===== src/rtl/updown_sweep_pkg.sv =====
// updown_sweep_pkg: shared state encoding and default widths for the
// up/down sweep controller and its step counter.
package updown_sweep_pkg;

  // Controller states: idle, climbing toward HI, descending toward LO.
  typedef enum logic [1:0] {
    IDLE     = 2'd0,
    UP_RUN   = 2'd1,
    DOWN_RUN = 2'd2
  } sweep_state_t;

  localparam int DEFAULT_W     = 4;
  localparam int DEFAULT_REP_W = 4;

endpackage


===== src/rtl/updown_sweep_ctrl_counter.sv =====
// sweep_step_counter: W-bit loadable up/down register. Load has priority
// over stepping; reset is synchronous and active-high.
module sweep_step_counter
  import updown_sweep_pkg::*;
#(
  parameter int W = DEFAULT_W
) (
  input  logic         i_clk,
  input  logic         i_rst,
  input  logic         i_load,
  input  logic [W-1:0] i_load_value,
  input  logic         i_en,
  input  logic         i_up,
  output logic [W-1:0] o_q
);

  logic [W-1:0] r_q;

  // Counter register: reset, else load, else one step in the chosen direction.
  always_ff @(posedge i_clk) begin
    if (i_rst) begin
      r_q <= '0;
    end else if (i_load) begin
      r_q <= i_load_value;
    end else if (i_en) begin
      r_q <= i_up ? (r_q + W'(1)) : (r_q - W'(1));
    end
  end

  assign o_q = r_q;

endmodule


===== src/rtl/updown_sweep_ctrl.sv =====
// updown_sweep_ctrl: accepts a (LO, HI, REPS) sweep command and drives the
// step counter through REPS+1 triangle sweeps LO->HI->LO.
// Optional feature: define UPDOWN_SWEEP_PAUSE_EN to add the PAUSE port,
// which freezes an active sweep while high.
module updown_sweep_ctrl
  import updown_sweep_pkg::*;
#(
  parameter int W     = DEFAULT_W,
  parameter int REP_W = DEFAULT_REP_W
) (
  input  logic             CK,
  input  logic             RES,
  input  logic             CMD_VALID,
  output logic             CMD_READY,
  input  logic [W-1:0]     CMD_LO,
  input  logic [W-1:0]     CMD_HI,
  input  logic [REP_W-1:0] CMD_REPS,
  input  logic             ABORT,
`ifdef UPDOWN_SWEEP_PAUSE_EN
  input  logic             PAUSE,
`endif
  output logic             UP,
  output logic [W-1:0]     Q,
  output logic             BUSY,
  output logic             DONE,
  output logic             ERR
);

  sweep_state_t     r_state;
  logic             r_up;
  logic             r_busy;
  logic             r_done;
  logic             r_err;
  logic [REP_W-1:0] r_rep;
  logic [W-1:0]     r_lo;
  logic [W-1:0]     r_hi;

  logic             w_accept;
  logic             w_pause;
  logic             w_load;
  logic [W-1:0]     w_load_value;
  logic             w_en;
  logic             w_dir_up;
  logic [W-1:0]     w_q;
  logic [W-1:0]     w_q_inc;
  logic [W-1:0]     w_q_dec;

`ifdef UPDOWN_SWEEP_PAUSE_EN
  assign w_pause = PAUSE;
`else
  assign w_pause = 1'b0;
`endif

  assign CMD_READY = (r_state == IDLE) && !RES;
  assign w_accept  = CMD_VALID && CMD_READY;
  assign w_q_inc   = w_q + W'(1);
  assign w_q_dec   = w_q - W'(1);

  // Counter control: load LO on a good command, step while a sweep runs unfrozen.
  always_comb begin
    w_load       = 1'b0;
    w_load_value = CMD_LO;
    w_en         = 1'b0;
    w_dir_up     = 1'b0;
    case (r_state)
      IDLE: begin
        w_load = w_accept && (CMD_LO <= CMD_HI);
      end
      UP_RUN: begin
        w_en     = !ABORT && !w_pause;
        w_dir_up = 1'b1;
      end
      DOWN_RUN: begin
        w_en     = !ABORT && !w_pause;
        w_dir_up = 1'b0;
      end
      default: begin
        w_en = 1'b0;
      end
    endcase
  end

  sweep_step_counter #(
    .W(W)
  ) u_counter (
    .i_clk       (CK),
    .i_rst       (RES),
    .i_load      (w_load),
    .i_load_value(w_load_value),
    .i_en        (w_en),
    .i_up        (w_dir_up),
    .o_q         (w_q)
  );

  // Sweep FSM with registered UP/BUSY/DONE/ERR; turns at HI, then at LO either repeats or finishes.
  always_ff @(posedge CK) begin
    if (RES) begin
      r_state <= IDLE;
      r_up    <= 1'b0;
      r_busy  <= 1'b0;
      r_done  <= 1'b0;
      r_err   <= 1'b0;
      r_rep   <= '0;
      r_lo    <= '0;
      r_hi    <= '0;
    end else begin
      r_done <= 1'b0;
      r_err  <= 1'b0;
      case (r_state)
        IDLE: begin
          if (w_accept) begin
            if (CMD_LO > CMD_HI) begin
              r_err <= 1'b1;
            end else if (CMD_LO == CMD_HI) begin
              r_done <= 1'b1;
            end else begin
              r_state <= UP_RUN;
              r_up    <= 1'b1;
              r_busy  <= 1'b1;
              r_lo    <= CMD_LO;
              r_hi    <= CMD_HI;
              r_rep   <= CMD_REPS;
            end
          end
        end
        UP_RUN: begin
          if (ABORT) begin
            r_state <= IDLE;
            r_up    <= 1'b0;
            r_busy  <= 1'b0;
          end else if (!w_pause && (w_q_inc == r_hi)) begin
            r_state <= DOWN_RUN;
            r_up    <= 1'b0;
          end
        end
        DOWN_RUN: begin
          if (ABORT) begin
            r_state <= IDLE;
            r_up    <= 1'b0;
            r_busy  <= 1'b0;
          end else if (!w_pause && (w_q_dec == r_lo)) begin
            if (r_rep == '0) begin
              r_state <= IDLE;
              r_busy  <= 1'b0;
              r_done  <= 1'b1;
            end else begin
              r_rep   <= r_rep - REP_W'(1);
              r_state <= UP_RUN;
              r_up    <= 1'b1;
            end
          end
        end
        default: begin
          r_state <= IDLE;
          r_up    <= 1'b0;
          r_busy  <= 1'b0;
        end
      endcase
    end
  end

  assign UP   = r_up;
  assign BUSY = r_busy;
  assign DONE = r_done;
  assign ERR  = r_err;
  assign Q    = w_q;

endmodule

===== config.mk =====
export PLATFORM = sky130hd
export DESIGN_NAME = updown_sweep_ctrl
export DESIGN_NICKNAME = d
export VERILOG_FILES = /design/src/rtl/updown_sweep_pkg.sv /design/src/rtl/updown_sweep_ctrl_counter.sv /design/src/rtl/updown_sweep_ctrl.sv
export SDC_FILE = /design/constraint.sdc
export NUM_CORES = 1
export LEC_CHECK = 0
export ABC_AREA = 1
export ABC_CLOCK_PERIOD_IN_PS = 4310
export BUFFER_PORTS_ARGS = -buffer_cell sky130_fd_sc_hd__buf_2
export CORE_UTILIZATION = 60
export DETAILED_ROUTE_END_ITERATION = 6
export PLACE_DENSITY = 0.84
export SETUP_SLACK_MARGIN = 0.4
export SLEW_MARGIN = 5
export SYNTH_ARGS = -nofsm -noshare
export SYNTH_HDL_FRONTEND = slang
export SYNTH_SLANG_ARGS = --single-unit

===== constraint.sdc =====
create_clock -name CK -period 4.31 [get_ports CK]
set_input_delay 0 -clock CK [delete_from_list [all_inputs] [get_ports CK]]
set_output_delay 0 -clock CK [all_outputs]
set_load 0.01 [all_outputs]

==> metrics.txt, run 1 <==
status finished clean; dpl ws between 2 and 2.5 ns; global-route wire length before repair between 5000 and 6000 µm; Crit Path Class reg2reg; Total Routed Length approximately 3400 µm; largest cells by area after synthesis dfxtp_1 28%, nand2_1 14%, ha_1 8.9%; EDFF count, synth 0; PwrDens about 600 nW/µm²; Final Hold Viols 0; Post-Route M1 WL approximately 1600 µm; clock sinks 22; Synth Flop Type dfxtp_1; total congestion overflow 0; P&R area growth vs syn 12.2%; largest area contributor in the netlist dfxtp_1; share of the yosys chip area belonging to registers between 20% and 30%; DR iter-0 viols 40; CP arrival between 2 and 2.5 ns; Reg power frac just under 30%; Comb pwr share between 50% and 60%; drt first pass iters 4; Mapped Area roughly 1600 µm²; worst-margin pin slew ~0.32 ns; FILL cells approximately 220; Crit Path Max Fanout 17; post-synth cell types 29; Initial Util between 60% and 70%; largest net degree at the start of global routing 18; endpoints failing setup 0; Power Total 1.05 mW; Skew-Pair Late Insertion Delay 0.32 ns; Post-synth ARST share 0%; sw power between 0.5 and 0.6 mW; Die Ht about 53 µm; Hold Crit Class in2reg; setup TNS 0 ns; Vias/cell between 5 and 6; Num CTS Buffers 3; CP Capture Type flip-flop; clk_skew between 0.001 and 0.0015 ns; CTS clk-pin slew, worst paths 0.12 ns; floorplan core area around 2500 µm²; Tmin final 1.99 ns; GR Util All Layers between 20% and 30%; fmax approximately 500 MHz; critical path data required time 4.52 ns; Rel. slew slack roughly four fifths; sw frac between 40% and 50%; Die W around 53 µm; site row count 18; antenna cells 0; setup ws final 2.32 ns; worst vdd ir between 400 and 500 µV; layout net count 293; maxcap violations 0; met2 WL post-DR 1540 µm; # IOs 25; kind of start point of the critical path flip-flop; Net Count, Synth 266; cell with the most instances after synthesis nand2_1; syn_area_per_cell around 6.5 µm²; clk buf depth 2; H-Tree Depth 1; share of cells above drive strength 1 between 10% and 20%; most frequent cells after synthesis 59 x nand2_1, 34 x inv_1, 23 x nand3_1, 23 x nor2_1, 22 x dfxtp_1; fin crit share 46.1%; hpwl dp between 2000 and 3000 µm; routed vias roughly 1.5k; Syn. warnings 0; final antenna-violating net count 0; CTS tree yes; die area roughly 2800 µm²; vias in the first global route 1360; initial antenna violation count 0; metal3 WL ~190 µm; RSZ-0062 raised after global routing false; Lkg Pwr approximately 0.87 nW; DR WL/cell around 12 µm; pins over their slew limit 0; Pint around 0.54 mW; Clock Power Share between 10 and 15%; post-synth top area share 28.4%; Post-route DRC 0; number of port buffers 24; Synth Register Bits 22; Mapped Cells around 240; GPL Wtd Cong just under 0.9; CTS root buf clkbuf_4; highest routed layer met4
-- layout by cell type, fill, tap and decap left out --
cell type and count:
nand2_1 59, inv_1 34, buf_2 24, nand3_1 23
nor2_1 23, dfxtp_1 22, a21oi_1 16, o21ai_0 14
ha_1 11, inv_2 4, nand2_2 4, xor2_1 4
nand4_1 4, dlygate4sd3_1 4, clkbuf_4 3, nor2_2 2
a31oi_1 2, nor2_4 1, nand4_4 1, clkinv_1 1
nor3_2 1, xnor2_1 1, nand2_4 1, nand3_2 1
o211ai_1 1, o22ai_1 1, a311oi_1 1, or2_2 1
clkbuf_8 1
-- worst paths after layout --
check,cells past startpoint,start,slack (ns),end
hold reg to reg,2,BUSY$_SDFFE_PP0P_,0.47,BUSY$_SDFFE_PP0P_
setup / recovery,11,r_state[0]$_SDFFE_PP0P_,2.32,r_rep[2]$_SDFFE_PP0P_
setup reg to reg,11,r_state[0]$_SDFFE_PP0P_,2.32,r_rep[2]$_SDFFE_PP0P_
hold / removal,3,CMD_HI[1],0.005,r_hi[1]$_SDFFE_PP0P_
-- cell families after synthesis --
| group | Yosys count | share of synthesized area, % |
|---|---|---|
| fa+ha+maj | 11 | 8.86 |
| buf+inv | 45 | 12.2 |
| flops | 22 | 28.4 |
| xor+xnor | 5 | 2.82 |
| simple gates | 121 | 35.8 |
| compound gates | 35 | 11.9 |
-- per-stage QoR --
stage,utilization (%),std cells,cell area (µm²),hold WS [ns]
6_report,71.0,295,1740,0.00482
5_1_grt,71.0,295,1740,0.0103
4_1_cts,71.0,295,1740,0.00328
3_5_place_dp,67.9,287,1670,0.308
3_3_place_gp,67.9,287,1670,0.303
2_1_floorplan,-,239,1550,0.0272
-- worst max-delay path, stage by stage, from the launching register on --
cell and delay [ns]:
dfxtp_1 0.35, inv_1 0.11, ha_1 0.35, inv_2 0.09, nor2_4 0.10, nand2_2 0.09, inv_2 0.08, nand4_4 0.20
nand2_2 0.25, nand2_1 0.12, nand2_1 0.08, a21oi_1 0.05
-- registers in the layout, indices dropped and copies added (netlist names) --
register,flops
r_hi,4
r_lo,4
r_rep,4
u_counter.o_q,4
r_state,2
BUSY,1
DONE,1
ERR,1
UP,1
-- layer usage --
layer  global-route usage, %  vias up
met2                    45.4       39
li1                        -      817
met1                    36.6      678
met3                    4.31        5
met4                    11.8        0
met5                       0        -
-- power groups by stage --
stage                     clock [mW]  sequential (mW)  combinational [mW]
after floorplan                    0            0.310               0.516
after global routing           0.127            0.318               0.720
final                          0.118            0.311               0.622
after detailed placement           0            0.315               0.612
after CTS                      0.121            0.310               0.619
after global placement             0            0.314               0.600
-- repair_timing --
action | CTS | global route
buffers inserted | 0 | 0
endpoints found under the hold margin | 5 | 0
hold buffers | 4 | 0
gates resized for setup | 0 | 0
setup endpoints to repair | 0 | 0
-- area by class of cell --
type	instances	area, µm²	share of cell area (%)
multi-input cells	172	922	52.9
flip-flops and latches	22	440	25.3
repair buffers	28	160	9.19
inverters	39	146	8.40
well taps	30	37.5	2.15
clock buffers	4	36.3	2.08
No activity file was read; power rests on OpenSTA's default activity.
==> run 2, diff against run 1 <==
--- a/config.mk
+++ b/config.mk
@@ -5,12 +5,12 @@
 export SDC_FILE = /design/constraint.sdc
 export NUM_CORES = 1
 export LEC_CHECK = 0
-export ABC_AREA = 1
-export ABC_CLOCK_PERIOD_IN_PS = 4310
+export ABC_AREA = 0
+export ABC_CLOCK_PERIOD_IN_PS = 1870
 export BUFFER_PORTS_ARGS = -buffer_cell sky130_fd_sc_hd__buf_2
-export CORE_UTILIZATION = 60
+export CORE_UTILIZATION = 55
 export DETAILED_ROUTE_END_ITERATION = 6
-export PLACE_DENSITY = 0.84
+export PLACE_DENSITY = 0.79
 export SETUP_SLACK_MARGIN = 0.4
 export SLEW_MARGIN = 5
 export SYNTH_ARGS = -nofsm -noshare
==> constraint.sdc (replaced) <==
create_clock -name CK -period 1.87 [get_ports CK]
set_input_delay 0 -clock CK [delete_from_list [all_inputs] [get_ports CK]]
set_output_delay 0 -clock CK [all_outputs]
set_load 0.01 [all_outputs]
==> metrics.txt, run 2 <==
Worst R2R End r_state[1]$_SDFFE_PP0P_; CP arrival 2.23 ns (+0.03 ns); worst vdd ir 997 µV (+120%); Synth Register Bits 22 (unchanged); largest cells by area after synthesis dfxtp_1 31%, ha_1 9.6%, mux2i_1 9.1%; vias in the first global route 1515 (+11%); number of port buffers 24 (unchanged); clock sinks 22 (unchanged); Mapped Area 1430 µm² (-7.8%); CTS root buf clkbuf_4; layout net count 258 (-12%); PwrDens 1200 nW/µm² (+99%); site row count 18 (unchanged); Rel. slew slack 61.8% (-17 points); fmax 497 MHz (-1.2%); Initial Util 57.8% (-5.5 points); worst-margin pin slew 0.573 ns (+0.254 ns); highest routed layer met4; dpl cells 231 (-20%); CP Capture Type flip-flop; Synth Flop Type dfxtp_1; Vias/cell 6.27 (+20%); hpwl dp 2670 µm (+2.5%); H-Tree Depth 1 (unchanged); cell with the most instances after synthesis dfxtp_1; floorplan core area 2480 µm² (+0.92%); clk_skew 0.0146 ns (+0.0132 ns); global-route wire length before repair 7090 µm (+24%); die area 2810 µm² (+0.55%); status finished, violations left; antenna cells 0 (unchanged); Skew-Pair Late Insertion Delay 0.33 ns (about the same); DR WL/cell 22.3 µm (+92%); largest net degree at the start of global routing 24 (+6); Lkg Pwr 1.02 nW (+16%); Final Hold Viols 0 (unchanged); CP delay by family, top flip-flops; share of the yosys chip area belonging to registers 30.8% (+2.4 points); WP buf/inv 2 (-1); slowest CP cell dfxtp_2; Hold Path Stages 3 (unchanged); dpl ws -0.0691 ns (-2.43 ns); R2R setup slack -0.14 ns (-2.46 ns); GPL Wtd Cong 0.861 (-2.8%); total congestion overflow 0 (unchanged); fin crit share 108% (+61 points); most common cell after layout, fill and taps aside buf_4; # IOs 25 (unchanged); pins over their slew limit 0 (unchanged); share of cells above drive strength 1 51.7% (+35 points); RSZ-0062 raised after global routing true; CTS tree yes; DR iter-0 viols 59 (+48%); metal3 WL 444 µm (+140%); Die Ht 53.0 µm (+0.27%); endpoints failing setup 7 (+7); setup ws final -0.141 ns (-2.46 ns); GR Util All Layers 35.8% (+7.7 points); EDFF count, synth 0 (unchanged); most frequent cells after synthesis 22 x dfxtp_1, 19 x nor2_1, 14 x inv_1; final antenna-violating net count 0 (unchanged); Total Routed Length 5790 µm (+69%); Tmin final 2.01 ns (+0.0233 ns); initial antenna violation count 0 (unchanged); Crit Path Class reg2reg; Mapped Cells 164 (-31%); clk buf depth 2 (unchanged); post-synth top area share 30.8% (+2.4 points); R2R cell count 7 (-4); CTS clk-pin slew, worst paths 0.14 ns (+0.02 ns); Num CTS Buffers 3 (unchanged); kind of start point of the critical path flip-flop; drt first pass iters 4 (unchanged); Worst Hold Path EP u_counter.o_q[2]$_SDFFE_PP0P_; met2 WL post-DR 2810 µm (+83%); Non-Filler Instances 260 (-12%); maxcap violations 0 (unchanged); failing checks negative setup slack; largest area contributor in the netlist dfxtp_1; Post-route DRC 0 (unchanged); Hold Path Origin CMD_LO[2]; Hold Crit Class in2reg; critical path data required time 2.09 ns (-2.43 ns); FILL cells 87 (-60%); commonest cells after routing, fill and taps aside 25 x buf_4, 24 x buf_2, 17 x nor2_1; routed vias 1630 (+5.9%); P&R area growth vs syn 60.2%; syn_area_per_cell 8.73 µm² (+34%); Syn. warnings 0 (unchanged); R2R Path Start u_counter.o_q[1]$_SDFFE_PP0P_; post-synth cell types 41 (+41%); CP max stage delay 0.39 ns (+0.04 ns); Die W 53.0 µm (+0.27%); CP cell instances inv_2 > ha_4 > buf_4 > xnor2_1 > a41oi_2 > nor3_2 > mux2_4; Net Count, Synth 191 (-28%); Crit Path Max Fanout 3 (-14); Post-synth ARST share 0% (unchanged); Post-Route M1 WL 2130 µm (+30%)
==> run 2: repair_timing <==
item / CTS / global route
endpoints found under the setup margin: 21 / 23
hold buffers: 10 / 0
setup buffers: 8 / 7
gates resized for setup: 34 / 27
pin swaps: 23 / 17
hold endpoints to repair: 10 / 0
==> run 2: area by class of cell <==
| class | instances | area (µm²) | share of cell area [%] |
|---|---|---|---|
| clock buffer | 4 | 36.3 | 1.58 |
| sequential | 22 | 453 | 19.7 |
| tap | 30 | 37.5 | 1.64 |
| multi-input combinational | 123 | 1210 | 52.8 |
| inverter | 14 | 58.8 | 2.56 |
| timing repair buffer | 67 | 498 | 21.7 |
==> run 2: worst max-delay path by stage <==
| stage | start | to | slack (ns) | cells past startpoint |
|---|---|---|---|---|
| floorplan | u_counter.o_q[0]$_SDFFE_PP0P_ | r_rep[1]$_SDFFE_PP0P_ | -0.05 | 8 |
| global route | u_counter.o_q[0]$_SDFFE_PP0P_ | r_state[1]$_SDFFE_PP0P_ | -0.23 | 7 |
| CTS | u_counter.o_q[0]$_SDFFE_PP0P_ | r_state[0]$_SDFFE_PP0P_ | -0.02 | 7 |
| detailed placement | u_counter.o_q[1]$_SDFFE_PP0P_ | r_state[1]$_SDFFE_PP0P_ | -0.07 | 7 |
| global placement | u_counter.o_q[1]$_SDFFE_PP0P_ | UP$_SDFFE_PP0P_ | 0.002 | 8 |
| finish | u_counter.o_q[1]$_SDFFE_PP0P_ | r_state[1]$_SDFFE_PP0P_ | -0.14 | 7 |
==> run 2: worst register-to-register path, delay by kind of cell (launching register included) <==
family	cells	cell delay [ns]
and+or+nand+nor	1	0.27
xor gates and xnor gates	1	0.22
AOI/OAI and AO/OA	1	0.26
DFF	1	0.39
muxes	1	0.33
adders and majority gates	1	0.25
buffers and inverters	2	0.20
==> run 2: per-stage QoR <==
step | hold WS, ns | instance area [µm²] | total power [mW] | utilization, % | TNS [ns]
final | 0.0309 | 2290 | 2.76 | 92.6 | -0.419
after CTS | 0.0403 | 2110 | 2.36 | 85.2 | -0.0409
after floorplan | 0.144 | 1510 | 1.45 | - | -0.104
after global placement | 0.247 | 1770 | 1.75 | 71.4 | 0
after detailed placement | 0.257 | 1770 | 1.81 | 71.4 | -0.204
after global routing | 0.0440 | 2290 | 2.85 | 92.6 | -0.994
==> run 2: cell families after synthesis <==
| group | after synthesis | share of synthesized area, % |
|---|---|---|
| and+or+nand+nor | 56 | 20.4 |
| AOI/OAI and AO/OA | 26 | 12.8 |
| DFF | 22 | 30.8 |
| buffers and inverters | 19 | 5.68 |
| xor gates and xnor gates | 16 | 10.8 |
| muxes | 14 | 9.88 |
| adders and majority gates | 11 | 9.62 |
==> run 2: where the power goes <==
part	internal (mW)	total, mW	switching, mW
Clock	0.119	0.296	0.177
Combinational	0.884	1.81	0.925
Sequential	0.568	0.654	0.0856
Total	1.57	2.76	1.19
==> run 2: routing by layer <==
metal | vias up | track usage (%)
li1 | 707 | -
met1 | 758 | 40.9
met2 | 117 | 61.4
met3 | 48 | 6.03
met4 | 0 | 21.5
met5 | - | 0
